`src/rtl/user_flash_pkg.sv`:
```
// Shared constants, FSM state type and byte-order helper for the user flash arbiter.
package user_flash_pkg;

    localparam logic [7:0] FLASH_CMD_READ  = 8'h03;
    localparam int         FLASH_XFER_BITS = 64;

    typedef enum logic [1:0] {
        IDLE  = 2'd0,
        SHIFT = 2'd1,
        DONE  = 2'd2,
        GAP   = 2'd3
    } flash_state_e;

    // The first byte off the wire lands in the top of the shift register;
    // the bus wants it in the bottom byte.
    function automatic logic [31:0] byte_swap32(input logic [31:0] w);
        return {w[7:0], w[15:8], w[23:16], w[31:24]};
    endfunction

endpackage

```
`src/rtl/user_flash_shifter.sv`:
```
// SPI mode-0 bit engine: prescaler, 64-bit transfer counter, tx/rx shift registers.
// io0 carries the 32-bit command/address word and then zeros; the last 32
// bits sampled from io1 are the read data.
module user_flash_shifter
    import user_flash_pkg::*;
#(
    parameter int CLK_DIV = 2
) (
    input  logic        clock,
    input  logic        resetb,
    input  logic        start,
    input  logic [31:0] tx_word,
    input  logic        miso,
    output logic        sclk,
    output logic        mosi,
    output logic [31:0] rx_word,
    output logic        done
);

    localparam logic [7:0] DIV_LAST = 8'(CLK_DIV - 1);
    localparam logic [5:0] BIT_LAST = 6'(FLASH_XFER_BITS - 1);

    logic        active_r;
    logic [7:0]  div_cnt_r;
    logic [5:0]  bit_cnt_r;
    logic        sclk_r;
    logic        mosi_r;
    logic [31:0] tx_r;
    logic [31:0] rx_r;
    logic        done_r;

    // Prescaler, SCLK phase, bit counter and both shift registers.
    always_ff @(posedge clock) begin
        if (!resetb) begin
            active_r  <= 1'b0;
            div_cnt_r <= 8'd0;
            bit_cnt_r <= 6'd0;
            sclk_r    <= 1'b0;
            mosi_r    <= 1'b0;
            tx_r      <= 32'd0;
            rx_r      <= 32'd0;
            done_r    <= 1'b0;
        end else begin
            done_r <= 1'b0;
            if (start) begin
                active_r  <= 1'b1;
                div_cnt_r <= 8'd0;
                bit_cnt_r <= 6'd0;
                sclk_r    <= 1'b0;
                mosi_r    <= tx_word[31];
                tx_r      <= {tx_word[30:0], 1'b0};
            end else if (active_r) begin
                if (div_cnt_r == DIV_LAST) begin
                    div_cnt_r <= 8'd0;
                    if (!sclk_r) begin
                        // rising SCLK: capture MISO
                        sclk_r <= 1'b1;
                        rx_r   <= {rx_r[30:0], miso};
                    end else begin
                        // falling SCLK: advance to the next bit
                        sclk_r <= 1'b0;
                        if (bit_cnt_r == BIT_LAST) begin
                            active_r <= 1'b0;
                            done_r   <= 1'b1;
                            mosi_r   <= 1'b0;
                        end else begin
                            bit_cnt_r <= bit_cnt_r + 6'd1;
                            mosi_r    <= tx_r[31];
                            tx_r      <= {tx_r[30:0], 1'b0};
                        end
                    end
                end else begin
                    div_cnt_r <= div_cnt_r + 8'd1;
                end
            end else begin
                mosi_r <= 1'b0;
            end
        end
    end

    assign sclk    = sclk_r;
    assign mosi    = mosi_r;
    assign rx_word = rx_r;
    assign done    = done_r;

endmodule

```
`src/rtl/user_flash_arbiter.sv`:
```
// Round-robin arbiter sharing the user SPI flash between instruction fetch
// (port 0) and data/wishbone (port 1). One READ command per grant, one word back.
module user_flash_arbiter
    import user_flash_pkg::*;
#(
    parameter int CLK_DIV  = 2,
    parameter int CSB_IDLE = 2
) (
    input  logic        clock,
    input  logic        resetb,
    input  logic        req0,
    input  logic        req1,
    input  logic [23:0] addr0,
    input  logic [23:0] addr1,
    output logic        ack0,
    output logic        ack1,
    output logic [31:0] rdata,
    output logic        busy,
    output logic        flash_csb,
    output logic        flash_clk,
    output logic        flash_io0,
    input  logic        flash_io1
);

    flash_state_e state_r;
    flash_state_e state_s;
    logic         grant_s;
    logic         gnt_port_s;
    logic [31:0]  tx_word_s;
    logic         gap_done_s;
    logic         shift_done_s;
    logic [31:0]  rx_word_s;

    logic         port_r;   // port owning the command in flight
    logic         last_r;   // port granted last; reset to 1 so port 0 wins the first tie
    logic [15:0]  gap_cnt_r;
    logic         csb_r;
    logic         ack0_r;
    logic         ack1_r;
    logic [31:0]  rdata_r;
    logic         busy_r;

    assign gap_done_s = ({16'd0, gap_cnt_r} >= 32'(CSB_IDLE));

    // State register.
    always_ff @(posedge clock) begin
        if (!resetb) begin
            state_r <= IDLE;
        end else begin
            state_r <= state_s;
        end
    end

    // Next-state logic, arbitration and the command word for a new grant.
    always_comb begin
        state_s    = state_r;
        grant_s    = 1'b0;
        gnt_port_s = 1'b0;
        tx_word_s  = {FLASH_CMD_READ, addr0};
        case (state_r)
            IDLE: begin
                if (req0 || req1) begin
                    grant_s    = 1'b1;
                    gnt_port_s = (req0 && req1) ? ~last_r : req1;
                    tx_word_s  = {FLASH_CMD_READ, gnt_port_s ? addr1 : addr0};
                    state_s    = SHIFT;
                end else begin
                    state_s = IDLE;
                end
            end
            SHIFT: begin
                if (shift_done_s) begin
                    state_s = DONE;
                end else begin
                    state_s = SHIFT;
                end
            end
            DONE: begin
                state_s = GAP;
            end
            GAP: begin
                if (gap_done_s) begin
                    state_s = IDLE;
                end else begin
                    state_s = GAP;
                end
            end
            default: begin
                state_s = IDLE;
            end
        endcase
    end

    // Chip select, ack pulses, read data, RR pointer, busy and CSB gap counter.
    always_ff @(posedge clock) begin
        if (!resetb) begin
            csb_r     <= 1'b1;
            ack0_r    <= 1'b0;
            ack1_r    <= 1'b0;
            rdata_r   <= 32'd0;
            busy_r    <= 1'b0;
            port_r    <= 1'b0;
            last_r    <= 1'b1;
            gap_cnt_r <= 16'd0;
        end else begin
            ack0_r <= 1'b0;
            ack1_r <= 1'b0;
            if (grant_s) begin
                csb_r  <= 1'b0;
                busy_r <= 1'b1;
                port_r <= gnt_port_s;
            end else if ((state_r == SHIFT) && shift_done_s) begin
                // entering DONE: the gap is counted from this cycle
                csb_r     <= 1'b1;
                ack0_r    <= ~port_r;
                ack1_r    <= port_r;
                rdata_r   <= byte_swap32(rx_word_s);
                last_r    <= port_r;
                gap_cnt_r <= 16'd1;
            end else if ((state_r == DONE) || (state_r == GAP)) begin
                gap_cnt_r <= gap_cnt_r + 16'd1;
                if (state_s == IDLE) begin
                    busy_r <= 1'b0;
                end else begin
                    busy_r <= 1'b1;
                end
            end else begin
                gap_cnt_r <= gap_cnt_r;
            end
        end
    end

    user_flash_shifter #(
        .CLK_DIV (CLK_DIV)
    ) u_shifter (
        .clock   (clock),
        .resetb  (resetb),
        .start   (grant_s),
        .tx_word (tx_word_s),
        .miso    (flash_io1),
        .sclk    (flash_clk),
        .mosi    (flash_io0),
        .rx_word (rx_word_s),
        .done    (shift_done_s)
    );

    assign ack0      = ack0_r;
    assign ack1      = ack1_r;
    assign rdata     = rdata_r;
    assign busy      = busy_r;
    assign flash_csb = csb_r;

endmodule
```
`config.mk`:
```
export PLATFORM = sky130hd
export DESIGN_NAME = user_flash_arbiter
export DESIGN_NICKNAME = d
export VERILOG_FILES = /design/src/rtl/user_flash_pkg.sv /design/src/rtl/user_flash_shifter.sv /design/src/rtl/user_flash_arbiter.sv
export SDC_FILE = /design/constraint.sdc
export NUM_CORES = 1
export LEC_CHECK = 0
export ABC_AREA = 1
export CORE_ASPECT_RATIO = 1.1
export CORE_MARGIN = 5
export CORE_UTILIZATION = 30
export DETAILED_ROUTE_END_ITERATION = 8
export GPL_TIMING_DRIVEN = 0
export SLEW_MARGIN = 25
export SYNTH_ARGS = -nofsm -noshare
export SYNTH_HDL_FRONTEND = slang
export SYNTH_SLANG_ARGS = --single-unit
export TNS_END_PERCENT = 20
```
`constraint.sdc`:
```
create_clock -name clock -period 1.7 [get_ports clock]
set_clock_uncertainty 0.2 [all_clocks]
set_input_delay 0.425 -clock clock [delete_from_list [all_inputs] [get_ports clock]]
set_output_delay 0.425 -clock clock [all_outputs]
set_load 0.05 [all_outputs]
```
==> run summary <==
The HPWL after detailed placement is between 10000 and 15000 µm. From bottom edge to top edge, the die measures approximately 160 µm. The number of placed instances with taps included came out at 1217. The internal power came out at around 0.0058 W.

The TritonCTS clock tree is done. The remaining antenna violation count came out at 0. The initial utilization of the core area, before any placement, comes to 30.4%. The internal reg-to-reg setup slack is -0.14 ns. On the worst path, the slowest cell contributes a delay of roughly 0.36 ns. The final setup violation count is 69. The initial antenna violation count is 0. The total iterations of the first detailed-routing run is 5. The sum of overflow across all layers after global routing came out at 0. The first routing iteration left 291 violations. After detailed routing, the number of vias per cell comes to between 4 and 5.

The element type at the critical path end is a register. In the final timing run, aggregate negative setup slack is -4.28 ns. The number of cells traversed by the worst hold path is 1. Max-cap violations in this run came to 0.

The core region is 19800 µm². The total power is roughly 0.0078 W. The critical path in this run is classified as reg -> reg.

The via count of the first global-routing pass came out at approximately 5600. The count of standard-cell rows is 54. The worst reg-to-reg path cell count came out at 10. Among all stages on the critical path, the largest delay is contributed by sky130_fd_sc_hd__dfxtp_4. The checks that failed: negative setup slack. The clock tree synthesis step divided the H-tree into 4 levels.

The type of the most critical hold path is reg -> reg. Entering global routing, the biggest net connects 17 pins. The peak supply drop came out at roughly 680 µV. The transition time of the tightest slew-check pin came out at 0.584 ns. The critical-path maximum fanout is 6.

The layout overhead on the synthesized area came out at 43.6%. The buffer and inverter count on the worst path is 2. For hold timing, the worst endpoint is ack0$_SDFF_PP0_. The first-pass GRT wire length came out at roughly 28000 µm. Measured against its own limit, the worst slew margin works out to around 61%. The cell area power density came out at 904 nW/µm². For this design the top-level I/O count stands at around 90. Across the whole layout, storage elements account for 2760 µm². The highest metal layer used by the detailed router is met4. The top-area cell type share of the netlist area is a little under half. The global routing usage summed across all routing layers came out at 14.9%. The count of input and output buffers came out at ~90.

The mean area per synthesized cell came out at roughly 7 µm². The clock reaches the later pin of the worst-skew pair after ~0.42 ns. For this run, design rule violations remaining after detail routing come to 0. The length of routed wiring on met1 came out at 7740 µm. The critical path required time came out at about 1.8 ns. Summing all multi-input logic gate instances after layout gives about 3100 µm². The post-detailed-placement cell area is around 7200 µm².

The total count of hold-check failures in the final report was 0. The fill cell instance count of the final layout came out at ~2000. The number of non-filler instances in the completed layout is around 1300.

The fraction of the core area covered by cells at the end of the flow is a little over two fifths. The signal on the critical path passes through ha_4, nand3_4, nor3_4, nand2_4, o211ai_4, buf_12, buf_8, nand2_1, nand2_1, nor2_1. After clock tree synthesis, the clock-pin slew on the worst setup and hold paths is around 0.060 ns. The die area is approximately 23000 µm². STA classifies the critical path startpoint as a register. Per report_power, the clock group accounts for 45.6% of the total. By area the synthesized netlist is led by sky130_fd_sc_hd__dfxtp_1 46%, sky130_fd_sc_hd__nand2_1 12%, sky130_fd_sc_hd__nor2_1 11%. The share of total power dissipated in combinational logic is 11.7%. Setup repair after global routing could not meet its margin everywhere.

The total number of vias came out at between 5000 and 6000. The largest total area in the synthesized netlist belongs to sky130_fd_sc_hd__dfxtp_1. The run finished, with violations left. Synthesis produced a netlist with a net count of 934. Yosys mapped the design onto 31 distinct sky130hd cell types. The analysis attributes to cell leakage a power of between 3 and 4 nW. The endpoint of the worst-slack reg-to-reg timing path is u_shifter.tx_r[18]$_SDFFE_PN0P_. The TritonCTS buffer count came out at 17. The number of buffers on the longest clock path came out at 2. The switching power of the nets came out at 0.00205 W. The sequential area share after synthesis came out at a little under half. On the critical path the largest part of the delay comes from simple AND/OR/NAND/NOR gates. The startpoint identified for the worst hold timing path is port_r$_SDFFE_PN0P_. The count of warnings emitted by yosys is 0. The final cycle utilization of the critical path came out at 108%.

The routed length on met2 came out at a little under 9000 µm. The number of enable flip-flop cells after synthesis is 0. The max-slew violation count was 0. The design area came out at around 8600 µm². The flip-flop and latch count after synthesis came out at 137.

The number of diodes added for antenna fixing is 0. The endpoint arrival time on the critical path is ~2 ns. In this run the critical register-to-register path is launched from u_shifter.bit_cnt_r[1]$_SDFFE_PP0P_. The switching power share of the total is between 20% and 30%. Per report_power, the sequential group accounts for a little over two fifths of the total. The weighted congestion reported at the end of routability-driven placement is 0.835. The final wirelength came out at 17400 µm.

For this run, the leading register cell type out of synthesis is sky130_fd_sc_hd__dfxtp_1. The tree built by TritonCTS fans out to ~140 sinks. For this run, the top clock speed supported by timing is ~0.54 GHz. Wire segments on met3 add up to 637 µm in the final route. Of all flip-flops after synthesis, the portion carrying an async set or reset was 0%. The net count of the finished layout is 1082.

The summed instance area of the synthesized netlist is roughly 6000 µm². The fraction of layout instances using a drive strength above 1 is 25.6%. Measured along the x axis, the die boundary spans approximately 140 µm. The final period demand of the worst path came out at about 1.8 ns.

CTS placed an instance of sky130_fd_sc_hd__clkbuf_16 at the clock tree root. The cell type with the highest occurrence count on the critical path is sky130_fd_sc_hd__nand2_1. The worst path setup slack after routing came out at -0.136 ns.

The number of hold buffers added after cts came out at 0. The per-cell routed wire length is between 10 and 15 µm. In the synthesized netlist, the number of instances is about 900.
[state kept, by name, summed over array words and instances (netlist names), 2 cells and up]
register / flops
u_shifter.div_cnt_r: 8
rdata: 32
gap_cnt_r: 16
state_r: 2
u_shifter.rx_word: 32
u_shifter.tx_r: 31
u_shifter.bit_cnt_r: 6
[cell usage in the layout (no fill, tap or decap), types with 9 or more instances in the layout]
cell type                           n
sky130_fd_sc_hd__nor2_1           147
sky130_fd_sc_hd__nand2_1          147
sky130_fd_sc_hd__dfxtp_1          124
sky130_fd_sc_hd__inv_1             92
sky130_fd_sc_hd__o21ai_0           66
sky130_fd_sc_hd__a21oi_1           56
sky130_fd_sc_hd__clkdlybuf4s50_1   49
sky130_fd_sc_hd__buf_2             37
sky130_fd_sc_hd__nand2_2           31
sky130_fd_sc_hd__buf_4             26
sky130_fd_sc_hd__o22ai_1           24
sky130_fd_sc_hd__buf_6             23
sky130_fd_sc_hd__nor2_2            23
sky130_fd_sc_hd__clkbuf_16         18
sky130_fd_sc_hd__nand3_1           17
sky130_fd_sc_hd__nor2_4            13
sky130_fd_sc_hd__dfxtp_2           12
sky130_fd_sc_hd__nand4_1           11
sky130_fd_sc_hd__inv_2             10
sky130_fd_sc_hd__clkbuf_1          10
sky130_fd_sc_hd__nand2_4            9
[stage by stage]
stage | worst slack [ns] | hold WS [ns]
final | -0.136 | 0.244
after global routing | -0.213 | 0.276
after CTS | -0.108 | 0.246
after detailed placement | -0.755 | 0.240
after global placement | -0.737 | 0.231
after floorplan | 0.00740 | 0.201
[layer usage]
metal | GRT usage, % | up-vias
li1 | - | 3091
met1 | 18.6 | 2741
met2 | 25.7 | 106
met3 | 2.79 | 29
met4 | 5.56 | 0
met5 | 0 | -
[cells by family (layout without fill, tap and decap cells)]
logic type | after synthesis | after routing | synth area share [%]
compound gates | 164 | 165 | 14.6
simple gates | 419 | 421 | 28.4
xor+xnor | 5 | 5 | 0.728
buf+inv | 146 | 304 | 9.59
flops | 137 | 137 | 45.6
fa+ha+maj | 5 | 5 | 1.04
[cell usage after synthesis (3+ instances only)]
library cell                 n
sky130_fd_sc_hd__buf_2      21
sky130_fd_sc_hd__o21ai_0    71
sky130_fd_sc_hd__inv_1      95
sky130_fd_sc_hd__nand4_1    11
sky130_fd_sc_hd__nor3_1     11
sky130_fd_sc_hd__nor2_1    179
sky130_fd_sc_hd__o22ai_1    24
sky130_fd_sc_hd__nand2_1   185
sky130_fd_sc_hd__a21oi_1    59
sky130_fd_sc_hd__dfxtp_1   137
sky130_fd_sc_hd__o21ai_1     4
sky130_fd_sc_hd__nor3_2      3
sky130_fd_sc_hd__clkbuf_1   21
sky130_fd_sc_hd__ha_1        5
sky130_fd_sc_hd__inv_2       8
sky130_fd_sc_hd__xor2_1      4
sky130_fd_sc_hd__nand3_1    19
[worst max-delay path by stage]
stage | startpoint | endpoint | slack [ns] | depth (start not counted)
6_report | u_shifter.bit_cnt_r[1]$_SDFFE_PP0P_ | u_shifter.tx_r[18]$_SDFFE_PN0P_ | -0.14 | 10
5_1_grt | u_shifter.bit_cnt_r[0]$_SDFFE_PP0P_ | u_shifter.tx_r[19]$_SDFFE_PN0P_ | -0.21 | 10
4_1_cts | u_shifter.div_cnt_r[6]$_SDFFE_PP0P_ | u_shifter.rx_word[26]$_SDFFE_PN0P_ | -0.11 | 10
3_5_place_dp | req1 | u_shifter.tx_r[24]$_SDFFE_PN0P_ | -0.76 | 8
3_3_place_gp | req1 | u_shifter.tx_r[24]$_SDFFE_PN0P_ | -0.74 | 8
2_1_floorplan | u_shifter.bit_cnt_r[1]$_SDFFE_PP0P_ | u_shifter.tx_r[26]$_SDFFE_PN0P_ | 0.007 | 8
[what timing repair did]
item | 4_1_cts | 5_1_grt
gates resized for setup | 296 | 127
pin swaps | 14 | 28
setup endpoints to repair | 165 | 126
gates cloned | 12 | 2
buffers inserted | 12 | 14
[area by class of cell]
cell class,count,area share [%]
clock buffer,17,4.93
inverter,104,4.65
tap,252,3.65
multi-input combinational,596,36.4
timing repair buffer,126,12.9
clock inverter,15,1.64
buffer,42,3.84
sequential,137,32.0
[power groups by stage]
| stage | clock, W | sequential (W) | combinational, W |
|---|---|---|---|
| 6_report | 0.00356 | 0.00334 | 0.000912 |
| 4_1_cts | 0.00363 | 0.00333 | 0.000817 |
| 3_3_place_gp | 0 | 0.00340 | 0.000667 |
| 3_5_place_dp | 0 | 0.00340 | 0.000673 |
| 5_1_grt | 0.00376 | 0.00334 | 0.00101 |
| 2_1_floorplan | 0 | 0.00341 | 0.000411 |
[worst reg2reg max path: stages, from the launching register on]
cell and delay [ns]:
sky130_fd_sc_hd__dfxtp_4 0.36, sky130_fd_sc_hd__ha_4 0.14, sky130_fd_sc_hd__nand3_4 0.09, sky130_fd_sc_hd__nor3_4 0.26
sky130_fd_sc_hd__nand2_4 0.12, sky130_fd_sc_hd__o211ai_4 0.11, sky130_fd_sc_hd__buf_12 0.17, sky130_fd_sc_hd__buf_8 0.14
sky130_fd_sc_hd__nand2_1 0.06, sky130_fd_sc_hd__nand2_1 0.05, sky130_fd_sc_hd__nor2_1 0.04
Note: power is estimated with default switching activity, not from simulation.
